File: src/rtl/pe_cfg_loader_if.sv
// Config-packet types and the control/SRAM/mesh-ingress bundle of the PE config loader.
package pe_cfg_loader_pkg;
    localparam int unsigned PID_W   = 4;
    localparam int unsigned ENTRY_W = 16;

    typedef logic [PID_W-1:0]   pid_t;
    typedef logic [ENTRY_W-1:0] action_table_entry_t;

    typedef struct packed {
        logic [1:0]          x_coord;
        logic [1:0]          y_coord;
        pid_t                pat_ind;
        action_table_entry_t pat_w_entry;
    } conf_t;

    localparam int unsigned CFG_W = $bits(conf_t);

    typedef struct packed {
        conf_t conf;
    } payload_t;

    typedef struct packed {
        pid_t     pid;
        payload_t payload;
    } packet_t;
endpackage

interface pe_cfg_loader_if #(
    parameter int unsigned ADDR_W = 8,
    parameter int unsigned CNT_W  = 8
);
    import pe_cfg_loader_pkg::*;

    logic              start_i;
    logic [ADDR_W-1:0] base_addr_i;
    logic [CNT_W-1:0]  count_i;
    logic              abort_i;
    logic              busy_o;
    logic              done_o;
    logic              mem_re_o;
    logic [ADDR_W-1:0] mem_addr_o;
    logic [CFG_W-1:0]  mem_rdata_i;
    logic              out_full_i;
    logic              out_enq_o;
    packet_t           out_pkt_o;
    logic [CNT_W-1:0]  sent_cnt_o;

    modport master (
        output start_i, base_addr_i, count_i, abort_i, mem_rdata_i, out_full_i,
        input  busy_o, done_o, mem_re_o, mem_addr_o, out_enq_o, out_pkt_o, sent_cnt_o
    );

    modport slave (
        input  start_i, base_addr_i, count_i, abort_i, mem_rdata_i, out_full_i,
        output busy_o, done_o, mem_re_o, mem_addr_o, out_enq_o, out_pkt_o, sent_cnt_o
    );
endinterface

File: src/rtl/pe_cfg_loader.sv
// Streams COUNT config words from a 1-cycle-latency SRAM into the mesh ingress FIFO as PID-0
// config packets, then waits a fixed drain window before pulsing done.
module pe_cfg_loader
    import pe_cfg_loader_pkg::*;
#(
    parameter int unsigned ADDR_W       = 8,
    parameter int unsigned CNT_W        = 8,
    parameter int unsigned DRAIN_CYCLES = 8
) (
    input  logic            clk,
    input  logic            rst,
    pe_cfg_loader_if.slave  bus
);
    localparam int unsigned DRAIN_W = (DRAIN_CYCLES > 1) ? $clog2(DRAIN_CYCLES) : 1;

    localparam logic [1:0] S_IDLE  = 2'd0;
    localparam logic [1:0] S_FETCH = 2'd1;
    localparam logic [1:0] S_DRAIN = 2'd2;

    logic [1:0]         state_q, state_d;
    logic [ADDR_W-1:0]  base_q, base_d;
    logic [CNT_W-1:0]   count_q, count_d;
    logic [CNT_W-1:0]   issued_q, issued_d;
    logic [CNT_W-1:0]   sent_q, sent_d;
    logic [DRAIN_W-1:0] drain_q, drain_d;
    logic               done_q, done_d;
    logic               inflight_q, inflight_d;
    logic [1:0]         occ_q, occ_d;
    logic               wr_ptr_q, wr_ptr_d;
    logic               rd_ptr_q, rd_ptr_d;
    logic [CFG_W-1:0]   buf_q [2];
    logic [CFG_W-1:0]   buf_d [2];

    logic               fetch_c;
    logic               enq_c;
    logic               re_c;
    logic [1:0]         occ_avail_c;

    // Read is allowed when the buffer, after this cycle's pop, plus the in-flight word leaves a free slot.
    always_comb begin
        fetch_c     = (state_q == S_FETCH);
        enq_c       = fetch_c && (occ_q != 2'd0) && !bus.out_full_i;
        occ_avail_c = occ_q - 2'(enq_c) + 2'(inflight_q);
        re_c        = fetch_c && (issued_q < count_q) && (occ_avail_c < 2'd2);
    end

    always_comb begin
        state_d    = state_q;
        base_d     = base_q;
        count_d    = count_q;
        issued_d   = issued_q;
        sent_d     = sent_q;
        drain_d    = drain_q;
        done_d     = 1'b0;
        inflight_d = re_c;
        occ_d      = occ_q - 2'(enq_c) + 2'(inflight_q);
        wr_ptr_d   = wr_ptr_q;
        rd_ptr_d   = rd_ptr_q;
        buf_d      = buf_q;

        if (inflight_q) begin
            buf_d[wr_ptr_q] = bus.mem_rdata_i;
            wr_ptr_d        = ~wr_ptr_q;
        end
        if (enq_c) begin
            rd_ptr_d = ~rd_ptr_q;
            sent_d   = sent_q + CNT_W'(1);
        end
        if (re_c) begin
            issued_d = issued_q + CNT_W'(1);
        end

        case (state_q)
            S_IDLE: begin
                // The done cycle is still IDLE, but a start there is deliberately ignored.
                if (bus.start_i && !bus.abort_i && !done_q) begin
                    base_d   = bus.base_addr_i;
                    count_d  = bus.count_i;
                    issued_d = '0;
                    sent_d   = '0;
                    if (bus.count_i == '0) begin
                        done_d = 1'b1;
                    end else begin
                        state_d = S_FETCH;
                    end
                end
            end
            S_FETCH: begin
                if (sent_d == count_q) begin
                    state_d = S_DRAIN;
                    drain_d = DRAIN_W'(DRAIN_CYCLES - 1);
                end
            end
            S_DRAIN: begin
                if (drain_q == '0) begin
                    state_d = S_IDLE;
                    done_d  = 1'b1;
                end else begin
                    drain_d = drain_q - DRAIN_W'(1);
                end
            end
            default: state_d = S_IDLE;
        endcase

        // Abort flushes the buffer and forgets any read still in flight; sent count is kept.
        if (bus.abort_i) begin
            state_d    = S_IDLE;
            done_d     = 1'b0;
            inflight_d = 1'b0;
            occ_d      = 2'd0;
            wr_ptr_d   = 1'b0;
            rd_ptr_d   = 1'b0;
        end
    end

    always_ff @(posedge clk) begin
        if (rst) begin
            state_q    <= S_IDLE;
            base_q     <= '0;
            count_q    <= '0;
            issued_q   <= '0;
            sent_q     <= '0;
            drain_q    <= '0;
            done_q     <= 1'b0;
            inflight_q <= 1'b0;
            occ_q      <= 2'd0;
            wr_ptr_q   <= 1'b0;
            rd_ptr_q   <= 1'b0;
            buf_q      <= '{default: '0};
        end else begin
            state_q    <= state_d;
            base_q     <= base_d;
            count_q    <= count_d;
            issued_q   <= issued_d;
            sent_q     <= sent_d;
            drain_q    <= drain_d;
            done_q     <= done_d;
            inflight_q <= inflight_d;
            occ_q      <= occ_d;
            wr_ptr_q   <= wr_ptr_d;
            rd_ptr_q   <= rd_ptr_d;
            buf_q      <= buf_d;
        end
    end

    // Enqueue and read are combinational so they can honour same-cycle out_full.
    always_comb begin
        bus.busy_o     = (state_q != S_IDLE);
        bus.done_o     = done_q;
        bus.mem_re_o   = re_c;
        bus.mem_addr_o = re_c ? (base_q + ADDR_W'(issued_q)) : '0;
        bus.out_enq_o  = enq_c;
        bus.sent_cnt_o = sent_q;
        bus.out_pkt_o  = '0;
        if (enq_c) begin
            bus.out_pkt_o.payload.conf = conf_t'(buf_q[rd_ptr_q]);
        end
    end
endmodule

File: src/flat_wrapper.sv
// flat-port wrapper written by rule: the top's interface ports become plain ports
module pe_cfg_loader_flat import pe_cfg_loader_pkg::*;
#(
    parameter int unsigned ADDR_W       = 8,
    parameter int unsigned CNT_W        = 8,
    parameter int unsigned DRAIN_CYCLES = 8
)
  (clk, rst, bus_start_i, bus_base_addr_i, bus_count_i, bus_abort_i, bus_mem_rdata_i, bus_out_full_i, bus_busy_o, bus_done_o, bus_mem_re_o, bus_mem_addr_o, bus_out_enq_o, bus_out_pkt_o, bus_sent_cnt_o);
  pe_cfg_loader_if #(.ADDR_W(ADDR_W), .CNT_W(CNT_W)) bus_i ();
  input  logic clk;
  input  logic rst;
  input wire logic [$bits(bus_i.start_i)-1:0] bus_start_i;
  input wire logic [$bits(bus_i.base_addr_i)-1:0] bus_base_addr_i;
  input wire logic [$bits(bus_i.count_i)-1:0] bus_count_i;
  input wire logic [$bits(bus_i.abort_i)-1:0] bus_abort_i;
  input wire logic [$bits(bus_i.mem_rdata_i)-1:0] bus_mem_rdata_i;
  input wire logic [$bits(bus_i.out_full_i)-1:0] bus_out_full_i;
  output wire logic [$bits(bus_i.busy_o)-1:0] bus_busy_o;
  output wire logic [$bits(bus_i.done_o)-1:0] bus_done_o;
  output wire logic [$bits(bus_i.mem_re_o)-1:0] bus_mem_re_o;
  output wire logic [$bits(bus_i.mem_addr_o)-1:0] bus_mem_addr_o;
  output wire logic [$bits(bus_i.out_enq_o)-1:0] bus_out_enq_o;
  output wire logic [$bits(bus_i.out_pkt_o)-1:0] bus_out_pkt_o;
  output wire logic [$bits(bus_i.sent_cnt_o)-1:0] bus_sent_cnt_o;
  assign bus_i.start_i = bus_start_i;
  assign bus_i.base_addr_i = bus_base_addr_i;
  assign bus_i.count_i = bus_count_i;
  assign bus_i.abort_i = bus_abort_i;
  assign bus_i.mem_rdata_i = bus_mem_rdata_i;
  assign bus_i.out_full_i = bus_out_full_i;
  assign bus_busy_o = bus_i.busy_o;
  assign bus_done_o = bus_i.done_o;
  assign bus_mem_re_o = bus_i.mem_re_o;
  assign bus_mem_addr_o = bus_i.mem_addr_o;
  assign bus_out_enq_o = bus_i.out_enq_o;
  assign bus_out_pkt_o = bus_i.out_pkt_o;
  assign bus_sent_cnt_o = bus_i.sent_cnt_o;
  pe_cfg_loader #(.ADDR_W(ADDR_W), .CNT_W(CNT_W), .DRAIN_CYCLES(DRAIN_CYCLES)) u_core (.clk(clk), .rst(rst), .bus(bus_i));
endmodule
File: config.mk
export PLATFORM = sky130hd
export DESIGN_NAME = pe_cfg_loader_flat
export DESIGN_NICKNAME = d
export VERILOG_FILES = /design/src/rtl/pe_cfg_loader_if.sv /design/src/rtl/pe_cfg_loader.sv /design/src/flat_wrapper.sv
export SDC_FILE = /design/constraint.sdc
export NUM_CORES = 1
export LEC_CHECK = 0
export ABC_CLOCK_PERIOD_IN_PS = 3700
export CAP_MARGIN = 20
export CORE_MARGIN = 3
export CORE_UTILIZATION = 35
export DETAILED_ROUTE_END_ITERATION = 6
export SLEW_MARGIN = 0
export SYNTH_ARGS = -nofsm -noshare
export SYNTH_HDL_FRONTEND = slang
export SYNTH_SLANG_ARGS = --single-unit
File: constraint.sdc
create_clock -name clk -period 3.7 [get_ports clk]
set_clock_uncertainty 0.05 [all_clocks]
set_input_delay 0.74 -clock clk [delete_from_list [all_inputs] [get_ports clk]]
set_output_delay 0.74 -clock clk [all_outputs]
set_load 0.005 [all_outputs]
# Yosys cells after proc, flatten, opt, wreduce, memory -nomap -nowiden
# Index checks and enable logic that the tools add are counted.
# W data, S select, Z words.
# totals
output_inout_bits	48
reg_bits	91
elab_cells	82
input_bits	45
# classes
eq_ne	8
n_reduce_logical	20
n_addsub	6
muxes	26
bitwise_logic	4
magnitude_cmp	5
# op_table
op	count
$mux W24	5
$mux W8	7
$bwmux W48	1
$demux W24 S1	1
$add A8 B1 Y8 const B	2
$add A8 B8 Y8	1
$eq A8 B8 Y1	1
$logic_not A8 Y1	1
$lt A8 B8 Y1	1
$mux W2	4
$logic_and A1 B1 Y1	7
$mux W3	2
$ne A2 B2 Y1 const B	3
$pmux W2 S3	1
$pmux W3 S2	1
$reduce_bool A2 Y1	3
$ge A2 B2 Y1 const B	2
$ne A2 B1 Y1 const B	2
$not A1 Y2	2
$reduce_and A4 Y1	1
$logic_not A1 Y1	3
$logic_not A3 Y1	1
$mux W1	3
$reduce_and A3 Y1	1
12 further kinds	13

# Logic depth before layout (Yosys ltp)
# Gate-level depths: netlist (run 1).
# depth
depth_word	10
ltp_mapped	16
ltp_nobuf	14

# Least setup slack after synthesis (run 1)
# Ideal clock, no wire load.
# synth_timing
path_kind	input -> output
start	input port bus_out_full_i
end	output port bus_mem_addr_o[2]
path_slack_ns	-0.280
required_time_ns	2.910
path_buffers	2
arrival_time_ns	3.190
path_stages	13
path_cell_list	nand2b_2 or2_1 buf_6 inv_1 ha_1 inv_1 ha_1 xnor2_1 xnor2_1 a2111oi_2 o21ai_1 clkbuf_1 nor2_1
# synth_via
elab_chain_len	7
# synth_lines
item	line	text
from (decl)	flat_wrapper.sv:17	input wire logic [$bits(bus_i.out_full_i)-1:0] bus_out_full_i;
$logic_not A1 Y1	pe_cfg_loader.sv:42	enq_c = fetch_c && (occ_q != 2'd0) && !bus.out_full_i;
$logic_and A1 B1 Y1	pe_cfg_loader.sv:42	
named net bus_out_enq_o	flat_wrapper.sv:22	output wire logic [$bits(bus_i.out_enq_o)-1:0] bus_out_enq_o;
$sub A2 B1 Y2	pe_cfg_loader.sv:43	occ_avail_c = occ_q - 2'(enq_c) + 2'(inflight_q);
$add A2 B1 Y2	pe_cfg_loader.sv:43	
$lt A2 B2 Y1	pe_cfg_loader.sv:44	re_c = fetch_c && (issued_q < count_q) && (occ_avail_c < 2'd2);
$logic_and A1 B1 Y1	pe_cfg_loader.sv:44	
$mux W8	pe_cfg_loader.sv:151	bus.mem_addr_o = re_c ? (base_q + ADDR_W'(issued_q)) : '0;
to (decl)	flat_wrapper.sv:21	output wire logic [$bits(bus_i.mem_addr_o)-1:0] bus_mem_addr_o;
# The timed path passes the listed nets, and every way through them passes these cells.

# Worst setup path in the final report (run 1)
# layout_timing
start	input port bus_out_full_i
end	output port bus_mem_addr_o[3]
# layout_via
elab_chain_len	7
# layout_lines
item	line
$logic_not A1 Y1	pe_cfg_loader.sv:42
$logic_and A1 B1 Y1	pe_cfg_loader.sv:42
$sub A2 B1 Y2	pe_cfg_loader.sv:43
$add A2 B1 Y2	pe_cfg_loader.sv:43
$lt A2 B2 Y1	pe_cfg_loader.sv:44
$logic_and A1 B1 Y1	pe_cfg_loader.sv:44
$mux W8	pe_cfg_loader.sv:151
# Every way passes these cells.

==> results.py, run 1 <==
metrics = {
    "logic_synthesis": {
        "synth-compound-area-share": 0.137,
        "synthMuxAreaShare": 0.0593,
        "synth_ff_type": "dfxtp_1",
        "synth_edf_count": 0,
        "synth_top_family_by_area": "simple AND/OR/NAND/NOR gates",
        "yosysUniqueCellTypes": 48,
        "synth-warning-count": 0,
        "yosysSeqAreaShare": 0.399,
        "syn_avg_cell_area_um2": 8.03,
        "synth_fa_ha_area_frac": 0.0702,
        "synthArstFlopShare": 0,
        "syn_area_um2": 4560,
        "ys_ff_latch": 91,
        "synthCells": 568,
        "synth_xor_area_frac": 0.0645,
        "synth-simple-area-share": 0.220,
    },
    "clock_network": {
        "htree_levels": 3,
        "numCtsBuffers": 9,
        "clk_path_buf_depth": 2,
        "insertion_delay_ns": 0.34,
        "numClockSinks": 91,
        "clockRootBuffer": "clkbuf_16",
        "cts_tree": "done",
        "clkTransAtPathRegs_ns": 0.06,
    },
    "setup_path": {
        "r2r-start": "u_core.state_q[1]",
        "crit_type": "input pin to output port",
        "r2r_setup_slack_ns": 0.64,
        "worst_setup_path_start_kind": "input pin",
        "arrival_ns": 2.74,
        "end_kind": "output port",
        "path_max_fanout": 7,
        "r2r_cells": 18,
        "cp.required_ns": 2.91,
        "worstReg2RegEnd": "u_core.issued_q[6]",
    },
    "final_layout": {
        "final_cells": 834,
        "num_antenna_cells": 0,
        "syn2layout_area_growth_pct": 32.2,
        "layout_commonest_cell": "nand2_1",
        "fill_cells": 1220,
        "layout_common_cells": "nand2_1, dfxtp_1, a21oi_1, clkdlybuf4s50_1, nor2_1",
        "drive_gt1_frac": 0.104,
        "post-route-util": 0.476,
        "layout.nets": 728,
    },
    "route": {
        "num_vias": 4087,
        "wl_met2_mm": 5.79,
        "firstDrtPassIters": 4,
        "met1_length_mm": 5.45,
        "drtIter0Drc": 148,
        "viasPerCell": 4.90,
        "drc_errors": 0,
        "wl_per_cell_um": 14.5,
        "highest-signal-layer": "met4",
        "drt-total-wl_mm": 12.1,
        "ant_nets": 0,
        "met3WireLength_um": 674,
    },
    "placement": {
        "place.gp.congestion": 0.803,
        "port_buffers": 88,
        "dp.cells": 813,
        "dpl.hpwl_mm": 8.28,
    },
    "hold_path": {
        "min_to": "u_core.buf_q[33]",
        "worstHoldPathType": "register to register",
        "min_from": "u_core.buf_q[33]",
        "min_path_cells": 2,
    },
    "sta": {
        "slew_viol_final": 0,
        "worst_pin_slew_ns": 1.09,
        "setup_viol": 0,
        "clock.fmax_mhz": 283,
        "slew_headroom": 0.270,
        "period_minus_slack_ns": 3.53,
        "finalCritPeriodShare": 0.954,
        "finalHoldViolations": 0,
    },
    "die": {
        "rows": 41,
        "die_w_um": 120,
        "start_util": 0.360,
        "die_area_um2": 14400,
        "io_pins": 93,
        "core-area_um2": 12700,
        "die_y_um": 120,
    },
    "global_route": {
        "antenna_found_initial": 0,
        "grt_pass1_wl_mm": 20.3,
        "overflow": 0,
        "grt_max_degree": 45,
        "grt_pass1_vias": 4187,
        "globalRouteTotalUtil": 0.173,
    },
    "flow_run": {
        "maxCapViolCount": 0,
    },
    "pwr": {
        "leakage_uw": 0.00212,
        "ir_drop_v": 0.000217,
        "p_per_area_nw_per_um2": 350,
    },
    "outcome": {
        "status": "complete, no violations",
    },
}
==> worst max path at each step <==
stage / start / depth (start not counted) / end
2_1_floorplan: bus_out_full_i / 13 / bus_mem_addr_o[2]
3_3_place_gp: bus_out_full_i / 15 / bus_mem_addr_o[1]
3_5_place_dp: bus_out_full_i / 15 / bus_mem_addr_o[0]
4_1_cts: u_core.state_q[1] / 16 / bus_mem_addr_o[5]
5_1_grt: u_core.state_q[1] / 16 / bus_mem_addr_o[5]
6_report: bus_out_full_i / 15 / bus_mem_addr_o[3]
==> layer usage <==
metal  up-vias  global-route usage
li1       2053                   -
met1      1937               0.214
met2        84               0.294
met3        13              0.0401
met4         0              0.0644
met5         -                   0
==> critical path, cell delays in order <==
cell and delay (ns):
buf_2 0.10, nand2b_4 0.13, or2_4 0.24, clkinvlp_4 0.09
ha_4 0.19, inv_2 0.06, ha_4 0.15, xnor2_4 0.08
xnor2_2 0.15, a2111oi_2 0.20, buf_4 0.18, o21ai_4 0.06
buf_6 0.16, nor2_1 0.09, buf_2 0.12
==> registers in the layout, indices dropped and copies added, names as in the netlist, 2 cells and up <==
signal / flops
u_core.buf_q: 48
u_core.base_q: 8
u_core.bus.sent_cnt_o: 8
u_core.count_q: 8
u_core.issued_q: 8
u_core.drain_q: 3
u_core.occ_q: 2
u_core.state_q: 2
==> cell usage after synthesis, drive strengths merged, types with 4 or more instances <==
cell / number / share of area
a21o: 6 / 0.0099
a21oi: 79 / 0.087
and2: 8 / 0.011
buf: 7 / 0.011
clkbuf: 27 / 0.022
dfxtp: 91 / 0.40
ha: 24 / 0.066
inv: 19 / 0.016
mux2i: 27 / 0.059
nand2: 144 / 0.12
nand2b: 6 / 0.0088
nand3: 6 / 0.0066
nor2: 45 / 0.038
nor3: 7 / 0.0077
nor4: 4 / 0.0088
o21ai: 7 / 0.0077
or3: 4 / 0.0055
xnor2: 22 / 0.042
xor2: 9 / 0.017
==> cell type report <==
cell class	count	area, µm²	share of cell area
sequential	91	1820	0.302
clock inverter	4	51.3	0.00851
tap	172	215	0.0357
inverter	19	75.1	0.0125
multi-input combinational	427	2620	0.435
timing repair buffer	110	998	0.166
clock buffer	11	243	0.0403
==> where the power goes <==
part	switching (µW)	leakage, µW	internal, µW
Sequential	12.7	0.000736	994
Clock	383	0.000142	539
Combinational	92.2	0.00125	90.7
==> timing repair <==
action                                  4_1_cts  5_1_grt
gates resized for setup                      49        6
pin swaps                                    10        1
endpoints found under the setup margin        9        9
setup buffers                                 6        0
hold buffers                                  0        0
hold endpoints to repair                      0        0
==> kinds of logic after synthesis <==
| family | count (synthesis) |
|---|---|
| and+or+nand+nor | 234 |
| other | 1 |
| xor gates and xnor gates | 32 |
| AOI/OAI and AO/OA | 105 |
| buffers and inverters | 53 |
| DFF | 91 |
| adders and majority gates | 25 |
| muxes | 27 |
==> per-stage QoR <==
stage	instance area, µm²	TNS [ns]	setup WS, ns	hold WS (ns)	power (µW)
floorplan	4580	0	0.00510	0.386	1120
global placement	5640	-5.28	-0.656	0.390	1200
detailed placement	5640	-5.77	-0.705	0.398	1210
CTS	5990	0	0.0194	0.406	2140
global route	6030	-0.00196	-0.00196	0.422	2190
finish	6030	0	0.170	0.403	2110
Power figures use the tool's default switching activity.
==> run 2: changes to the inputs <==
--- a/config.mk
+++ b/config.mk
@@ -10,6 +10,7 @@
 export CORE_MARGIN = 3
 export CORE_UTILIZATION = 35
 export DETAILED_ROUTE_END_ITERATION = 6
+export HOLD_SLACK_MARGIN = 0.1
 export SLEW_MARGIN = 0
 export SYNTH_ARGS = -nofsm -noshare
 export SYNTH_HDL_FRONTEND = slang
==> results of run 2 <==
Same layout as run 1: the final DEF is identical, and so are final timing and power.
